--- config.mk ---
export PLATFORM = sky130hd
export DESIGN_NAME = mux_16to1
export DESIGN_NICKNAME = d
export VERILOG_FILES = /design/src/rtl/mux_16to1_pkg.sv /design/src/rtl/mux_4to1.sv /design/src/rtl/mux_16to1.sv
export SDC_FILE = /design/constraint.sdc
export NUM_CORES = 1
export LEC_CHECK = 0
export ABC_CLOCK_PERIOD_IN_PS = 1900
export CORE_AREA = 2 2 108 110
export CTS_CLUSTER_SIZE = 10
export DETAILED_ROUTE_END_ITERATION = 6
export DIE_AREA = 0 0 110 112
export MAX_ROUTING_LAYER = met4
export PLACE_DENSITY = 0.7
export SLEW_MARGIN = 20
export SYNTH_ARGS = -nofsm -noshare
export SYNTH_HDL_FRONTEND = slang
export SYNTH_SLANG_ARGS = --single-unit
--- constraint.sdc ---
create_clock -name clk -period 1.9 [get_ports clk]
set_input_delay 0.19 -clock clk [delete_from_list [all_inputs] [get_ports clk]]
set_output_delay 0.19 -clock clk [all_outputs]
set_load 0.01 [all_outputs]
--- src/rtl/mux_16to1_pkg.sv ---
// Shared constants and types for the registered 16:1 word multiplexer.
package mux_16to1_pkg;

  localparam int NUM_IN        = 16;
  localparam int SEL_W         = 4;
  localparam int DEFAULT_WIDTH = 16;

  typedef logic [SEL_W-1:0] sel_t;

endpackage

--- src/rtl/mux_4to1.sv ---
// Combinational 4:1 word mux; the leaf of the 16:1 select tree.
module mux_4to1 #(
  parameter int WIDTH = 16
) (
  input  logic [1:0]       sel,
  input  logic [WIDTH-1:0] d0,
  input  logic [WIDTH-1:0] d1,
  input  logic [WIDTH-1:0] d2,
  input  logic [WIDTH-1:0] d3,
  output logic [WIDTH-1:0] y
);

  always_comb begin
    y = d0;
    unique case (sel)
      2'd0: y = d0;
      2'd1: y = d1;
      2'd2: y = d2;
      2'd3: y = d3;
      default: y = d0;
    endcase
  end

endmodule

--- src/rtl/mux_16to1.sv ---
// Registered 16:1 word mux with load enable and valid flag.
// Optional even-parity output when MUX16TO1_PARITY_EN is defined.
module mux_16to1
  import mux_16to1_pkg::*;
#(
  parameter int WIDTH = DEFAULT_WIDTH
) (
  input  logic             clk,
  input  logic             rst,
  input  logic             en,
  input  sel_t             sel,
  input  logic [WIDTH-1:0] d0,
  input  logic [WIDTH-1:0] d1,
  input  logic [WIDTH-1:0] d2,
  input  logic [WIDTH-1:0] d3,
  input  logic [WIDTH-1:0] d4,
  input  logic [WIDTH-1:0] d5,
  input  logic [WIDTH-1:0] d6,
  input  logic [WIDTH-1:0] d7,
  input  logic [WIDTH-1:0] d8,
  input  logic [WIDTH-1:0] d9,
  input  logic [WIDTH-1:0] d10,
  input  logic [WIDTH-1:0] d11,
  input  logic [WIDTH-1:0] d12,
  input  logic [WIDTH-1:0] d13,
  input  logic [WIDTH-1:0] d14,
  input  logic [WIDTH-1:0] d15,
`ifdef MUX16TO1_PARITY_EN
  output logic             dout_par,
`endif
  output logic [WIDTH-1:0] dout,
  output logic             dout_valid
);

  logic [WIDTH-1:0] d [NUM_IN];
  logic [WIDTH-1:0] rank1 [4];
  logic [WIDTH-1:0] mux_word;

  assign d[0]  = d0;
  assign d[1]  = d1;
  assign d[2]  = d2;
  assign d[3]  = d3;
  assign d[4]  = d4;
  assign d[5]  = d5;
  assign d[6]  = d6;
  assign d[7]  = d7;
  assign d[8]  = d8;
  assign d[9]  = d9;
  assign d[10] = d10;
  assign d[11] = d11;
  assign d[12] = d12;
  assign d[13] = d13;
  assign d[14] = d14;
  assign d[15] = d15;

  // First rank resolves sel[1:0] within each group of four inputs.
  for (genvar g = 0; g < 4; g++) begin : g_rank1
    mux_4to1 #(.WIDTH(WIDTH)) u_mux (
      .sel (sel[1:0]),
      .d0  (d[4*g]),
      .d1  (d[4*g+1]),
      .d2  (d[4*g+2]),
      .d3  (d[4*g+3]),
      .y   (rank1[g])
    );
  end

  mux_4to1 #(.WIDTH(WIDTH)) u_rank2 (
    .sel (sel[3:2]),
    .d0  (rank1[0]),
    .d1  (rank1[1]),
    .d2  (rank1[2]),
    .d3  (rank1[3]),
    .y   (mux_word)
  );

  always_ff @(posedge clk) begin
    if (rst) begin
      dout       <= '0;
      dout_valid <= 1'b0;
    end else if (en) begin
      dout       <= mux_word;
      dout_valid <= 1'b1;
    end else begin
      dout_valid <= 1'b0;
    end
  end

`ifdef MUX16TO1_PARITY_EN
  // Parity is computed from the mux output so it lands in the same cycle as dout.
  always_ff @(posedge clk) begin
    if (rst) begin
      dout_par <= 1'b0;
    end else if (en) begin
      dout_par <= ^mux_word;
    end
  end
`endif

endmodule

==> impl_metrics.env, run 1 <==
export IMPL_clk_path_buf_depth=2
export IMPL_pwr_share_comb_pct=57.9
export IMPL_core_um2=11200
export IMPL_vias=3232
export IMPL_clock_latency_ps=240
export IMPL_syn2layout_area_growth_pct=109
export IMPL_netSwitchingFraction_pct=24.4
export IMPL_fmax_ghz=0.575
export IMPL_cts_repair_resized=0
export IMPL_io_buffers=279
export IMPL_fp_row_count=39
export IMPL_p_switching_mw=0.476
export IMPL_p_leak_nw=2.03
export IMPL_hpwl_um=10400
export IMPL_wl_um=12000
export IMPL_crit_start="sel[3]"
export IMPL_maxCapViolCount=0
export IMPL_final_util_pct=50.9
export IMPL_dieArea_um2=12300
export IMPL_cts_made_buffers=3
export IMPL_fin_worst_skew_ps=0
export IMPL_grt_usage_pct=19.1
export IMPL_htreeDepth=1
export IMPL_finalCritPeriodShare_pct=91.5
export IMPL_clockRootBuffer="clkbuf_16"
export IMPL_status="finished clean"
export IMPL_nNetsFinal=759
export IMPL_r2r_setup_slack_ps=1110
export IMPL_overflow=0
export IMPL_grt_pass1_wl_um=17600
export IMPL_place_congestion=0.881
export IMPL_dr_pass1_iters=5
export IMPL_dp_slack_ps=-104
export IMPL_die_y_um=112
export IMPL_cp_end_kind="register"
export IMPL_slew_viol_final=0
export IMPL_ys_ff_latch=17
export IMPL_clock_sinks=17
export IMPL_grt_pass1_vias=3400
export IMPL_cts_tree="done"
export IMPL_initial_utilization_pct=24.4
export IMPL_syn_num_nets=493
export IMPL_clkTransAtPathRegs_ps=50
export IMPL_ir_drop_mv=0.261
export IMPL_drtIter0Drc=182
export IMPL_cts_hold_buffers_added=0
export IMPL_antenna_left=0
export IMPL_die_w_um=110
export IMPL_cp_arrival_ps=1880
export IMPL_crit_required_ps=2040
export IMPL_critPathKind="input pin to register"
export IMPL_r2r_start="dout[6]"
export IMPL_synth_cell_area_um2=2730
export IMPL_syn_avg_cell_area_um2=11.8
export IMPL_r2r_end="dout[6]"
export IMPL_io_pin_count=280
export IMPL_ys_warn_count=0
export IMPL_p_seq_share_pct=20.7
export IMPL_critPathCapture="dout[12]"
export IMPL_period_needed_ps=1740
export IMPL_holdCritPathClass="register to register"
export IMPL_power_total_mw=1.95
export IMPL_p_clk_share_pct=21.4
export IMPL_ys_types=23
export IMPL_ys_seq_area_share_pct=12.5
export IMPL_rsz0062_at_grt="no"
export IMPL_layout_cells_non_filler=638
export IMPL_worst_hold_slack_ps=480
export IMPL_relSlewSlack_pct=54.4
export IMPL_p_int_mw=1.47
export IMPL_power_density_nw_per_um2=343
export IMPL_layout_drive_gt1_share_pct=20.2
export IMPL_dpl_cell_count=634
export IMPL_fillers=1029
export IMPL_start_kind="input pin"
export IMPL_cts_setup_buffers=0
export IMPL_setup_ws_ps=162
export IMPL_hold_viol=0
export IMPL_diodes=0
export IMPL_crit_fanout=16
export IMPL_synthCells=230
export IMPL_grt_max_degree=55
export IMPL_drc=0
export IMPL_antenna_found_initial=0
export IMPL_wl_per_cell_um=18.8
export IMPL_r2r_cells=2
export IMPL_worstMarginPinSlew_ps=682
export IMPL_viasPerCell=5.07
export IMPL_setup_viol=0
==> how the worst min path moves through the flow <==
stage / start / to / slack [ps] / cells past startpoint
2_1_floorplan: rst / dout_valid / 470 / 2
3_3_place_gp: dout[11] / dout[11] / 470 / 2
3_5_place_dp: dout[13] / dout[13] / 480 / 2
4_1_cts: dout[13] / dout[13] / 480 / 2
5_1_grt: dout[0] / dout[0] / 510 / 2
6_report: dout[13] / dout[13] / 480 / 2
==> cell usage after synthesis, drive strengths merged <==
library cell	instances	area [um2]
a22oi	16	120
buf	25	223
mux2	64	721
mux4	32	762
dfxtp	17	340
a21boi	16	120
nor2b	2	12.5
a311oi	16	140
a222oi	16	160
and3b	2	17.5
clkbuf	5	20.0
nor2	17	63.8
and3	1	6.26
nor3b	1	18.8
==> power by group through the flow <==
stage          Clock (mW)  Combinational [mW]  Sequential (mW)
2_1_floorplan           0               0.432            0.422
3_3_place_gp            0                1.13            0.411
3_5_place_dp            0                1.14            0.410
4_1_cts             0.423                1.14            0.404
5_1_grt             0.439                1.21            0.407
6_report            0.417                1.13            0.404
==> metrics by stage <==
step | cell area (um2) | TNS [ps]
6_report | 5690 | 0
5_1_grt | 5690 | 0
4_1_cts | 5690 | 0
3_5_place_dp | 5610 | -717
3_3_place_gp | 5610 | 0
2_1_floorplan | 2730 | 0
==> final cells by class <==
class / count / area [um2] / area share (%)
sequential: 17 / 340 / 5.98
tap: 143 / 179 / 3.14
multi-input combinational: 183 / 2140 / 37.6
timing repair buffer: 291 / 2950 / 51.8
clock buffer: 4 / 78.8 / 1.39
==> critical path, cell delays in order <==
cell and delay (ps):
clkdlybuf4s50_1 560, and3b_1 580, a222oi_1 220, a311oi_1 320
==> flip-flops by register name, summed over array words and instances, names as in the netlist <==
name and cells:
dout 16, dout_valid 1
==> metal layers <==
layer	share of wire (%)	global-route usage [%]	routed length, um
met4	1.2	3.71	143
met1	39	23.4	4720
met3	8.9	2.58	1070
met2	50	33.3	6040
met5	0	-	0
==> cell usage in the layout (no fill, tap or decap), drive strengths merged <==
master         count
mux4              32
and3               1
and3b              2
mux2              64
nor3b              1
buf               14
dfxtp             17
nor2b              2
nor2              17
a22oi             16
clkdlybuf4s50    277
a21boi            16
clkbuf             4
a222oi            16
a311oi            16
==> kinds of logic (layout without fill, tap and decap cells) <==
| group | count (synthesis) | after routing | synth area share [%] |
|---|---|---|---|
| AOI/OAI and AO/OA | 64 | 64 | 19.8 |
| buffers and inverters | 30 | 295 | 8.91 |
| DFF | 17 | 17 | 12.5 |
| muxes | 96 | 96 | 54.4 |
| and+or+nand+nor | 23 | 23 | 4.36 |
Note: power is estimated with default switching activity, not from simulation.
==> run 2: changes to the inputs <==
==> constraint.sdc (replaced) <==
create_clock -name clk -period 1.9 [get_ports clk]
set_input_delay 0.19 -clock clk [delete_from_list [all_inputs] [get_ports clk]]
set_output_delay 0.19 -clock clk [all_outputs]
set_load 0.005 [all_outputs]
==> results of run 2 <==
Same layout as run 1 (identical final DEF). Status: finished clean.
Among the figures that moved: total power 1.95 mW -> 1.94 mW; worst IR drop on VDD 0.261 mV -> 0.260 mV
==> run 3: changes to the inputs <==
- PLACE_DENSITY: 0.7 -> 0.75
==> run 3 against run 2 <==
  * Combinational power hardly changed
  * Critical path type unchanged
  * Fmax is 3.1% higher
  * Die area stayed put
  * Critical path depth stayed put
  * Utilization is 0.067 points higher
  * Sequential share of layout area hardly changed
  * Highest routed layer unchanged
  * First-iteration DRC count is 12% lower
  * Global-route usage hardly changed
  * Via count is 0.93% lower
==> impl_metrics.env, run 3 (synthesis results as in run 1) <==
export IMPL_status="finished clean"
export IMPL_postLayoutCellArea_um2=5700
export IMPL_wl_per_cell_um=19.1
export IMPL_r2r_setup_slack_ps=1140
export IMPL_place_congestion=0.904
export IMPL_setup_tns_ps=0
export IMPL_r2r_end="dout[11]"
export IMPL_layout_cells_non_filler=639
export IMPL_crit_start="sel[3]"
export IMPL_final_cell_mix="277 x clkdlybuf4s50_1, 61 x mux2_2, 21 x mux4_2"
export IMPL_fin_worst_skew_ps=0
export IMPL_antenna_left=0
export IMPL_hpwl_um=10600
export IMPL_htreeDepth=1
export IMPL_setup_ws_ps=214
export IMPL_grt_usage_pct=19.1
export IMPL_rsz0062_at_grt="no"
export IMPL_final_util_pct=51.0
export IMPL_io_pin_count=280
export IMPL_crit_required_ps=2050
export IMPL_fp_row_count=39
export IMPL_r2r_cells=2
export IMPL_slew_viol_final=0
export IMPL_fmax_ghz=0.593
export IMPL_holdCritPathClass="register to register"
export IMPL_drc=0
export IMPL_crit_fanout=16
export IMPL_largest_reg_flops=16
export IMPL_drtIter0Drc=160
export IMPL_clk_path_buf_depth=2
export IMPL_layout_drive_gt1_share_pct=20.4
export IMPL_antenna_found_initial=0
export IMPL_relSlewSlack_pct=60.7
export IMPL_start_kind="input pin"
export IMPL_grt_max_degree=52
export IMPL_r2r_start="dout[11]"
export IMPL_power_total_mw=1.95
export IMPL_diodes=0
export IMPL_hold_viol=0
export IMPL_cts_tree="done"
export IMPL_cts_setup_buffers=0
export IMPL_cp_arrival_ps=1840
export IMPL_cts_repair_resized=0
export IMPL_clock_latency_ps=250
export IMPL_top_regs="dout: 16 flops, dout_valid: 1 flops"
export IMPL_layout_commonest_cell="clkdlybuf4s50_1"
export IMPL_setup_viol=0
export IMPL_fillers=1022
export IMPL_die_w_um=110
export IMPL_top_register="dout"
export IMPL_worstMarginPinSlew_ps=589
export IMPL_finalCritPeriodShare_pct=88.7
export IMPL_place_area_um2=5620
export IMPL_initial_utilization_pct=24.4
export IMPL_wl_um=12200
export IMPL_p_leak_nw=2.03
export IMPL_nNetsFinal=760
export IMPL_critPathCapture="dout[11]"
export IMPL_syn2layout_area_growth_pct=109
export IMPL_vias=3202
export IMPL_die_y_um=112
export IMPL_worst_hold_slack_ps=491
export IMPL_grt_pass1_vias=3438
export IMPL_grt_pass1_wl_um=17600
export IMPL_ir_drop_mv=0.241
export IMPL_overflow=0
export IMPL_core_um2=11200
export IMPL_cts_hold_buffers_added=0
export IMPL_dp_slack_ps=-10.2
export IMPL_dpl_cell_count=635
export IMPL_dieArea_um2=12300
export IMPL_cts_made_buffers=3
export IMPL_period_needed_ps=1690
export IMPL_critPathKind="input pin to register"
export IMPL_clockRootBuffer="clkbuf_16"
export IMPL_viasPerCell=5.01
export IMPL_clock_sinks=17
export IMPL_clkTransAtPathRegs_ps=50
export IMPL_power_density_nw_per_um2=343
export IMPL_io_buffers=279
export IMPL_maxCapViolCount=0
export IMPL_dr_pass1_iters=5
export IMPL_cp_end_kind="register"
run 3: cell count changes in the layout (fill, tap and decap cells not counted):
cell	previous run	this run
buf_4	7	8
run 3: cell type report:
cell class	instances	area (um2)	area share (%)
clock buffer	4	78.8	1.38
multi-input combinational	183	2140	37.6
sequential	17	340	5.97
tap	143	179	3.14
timing repair buffer	292	2960	51.9
run 3: critical path: stages:
cell	delay, ps
clkdlybuf4s50_1	550
and3b_1	570
a222oi_1	210
a311oi_1	310
run 3: where the power goes:
part,switching (mW),internal (mW),total (mW)
clock,0.141,0.285,0.426
sequential,0.0182,0.387,0.405
combinational,0.317,0.804,1.12
run 3: routing by layer:
layer | up-vias | GRT usage, % | routed length (um)
met1 | 1475 | 21.9 | 4680
met2 | 185 | 34.7 | 6190
met4 | 0 | 3.80 | 142
li1 | 1532 | - | -
met3 | 10 | 3.04 | 1170
met5 | - | - | 0
run 3: worst min-delay path by stage:
| stage | from | end | slack (ps) | cells after the start |
|---|---|---|---|---|
| after detailed placement | dout[4] | dout[4] | 480 | 2 |
| after global routing | dout[4] | dout[4] | 510 | 2 |
| final | dout[4] | dout[4] | 490 | 2 |
| after CTS | dout[4] | dout[4] | 490 | 2 |
| after floorplan | rst | dout_valid | 470 | 2 |
| after global placement | dout[0] | dout[0] | 470 | 2 |
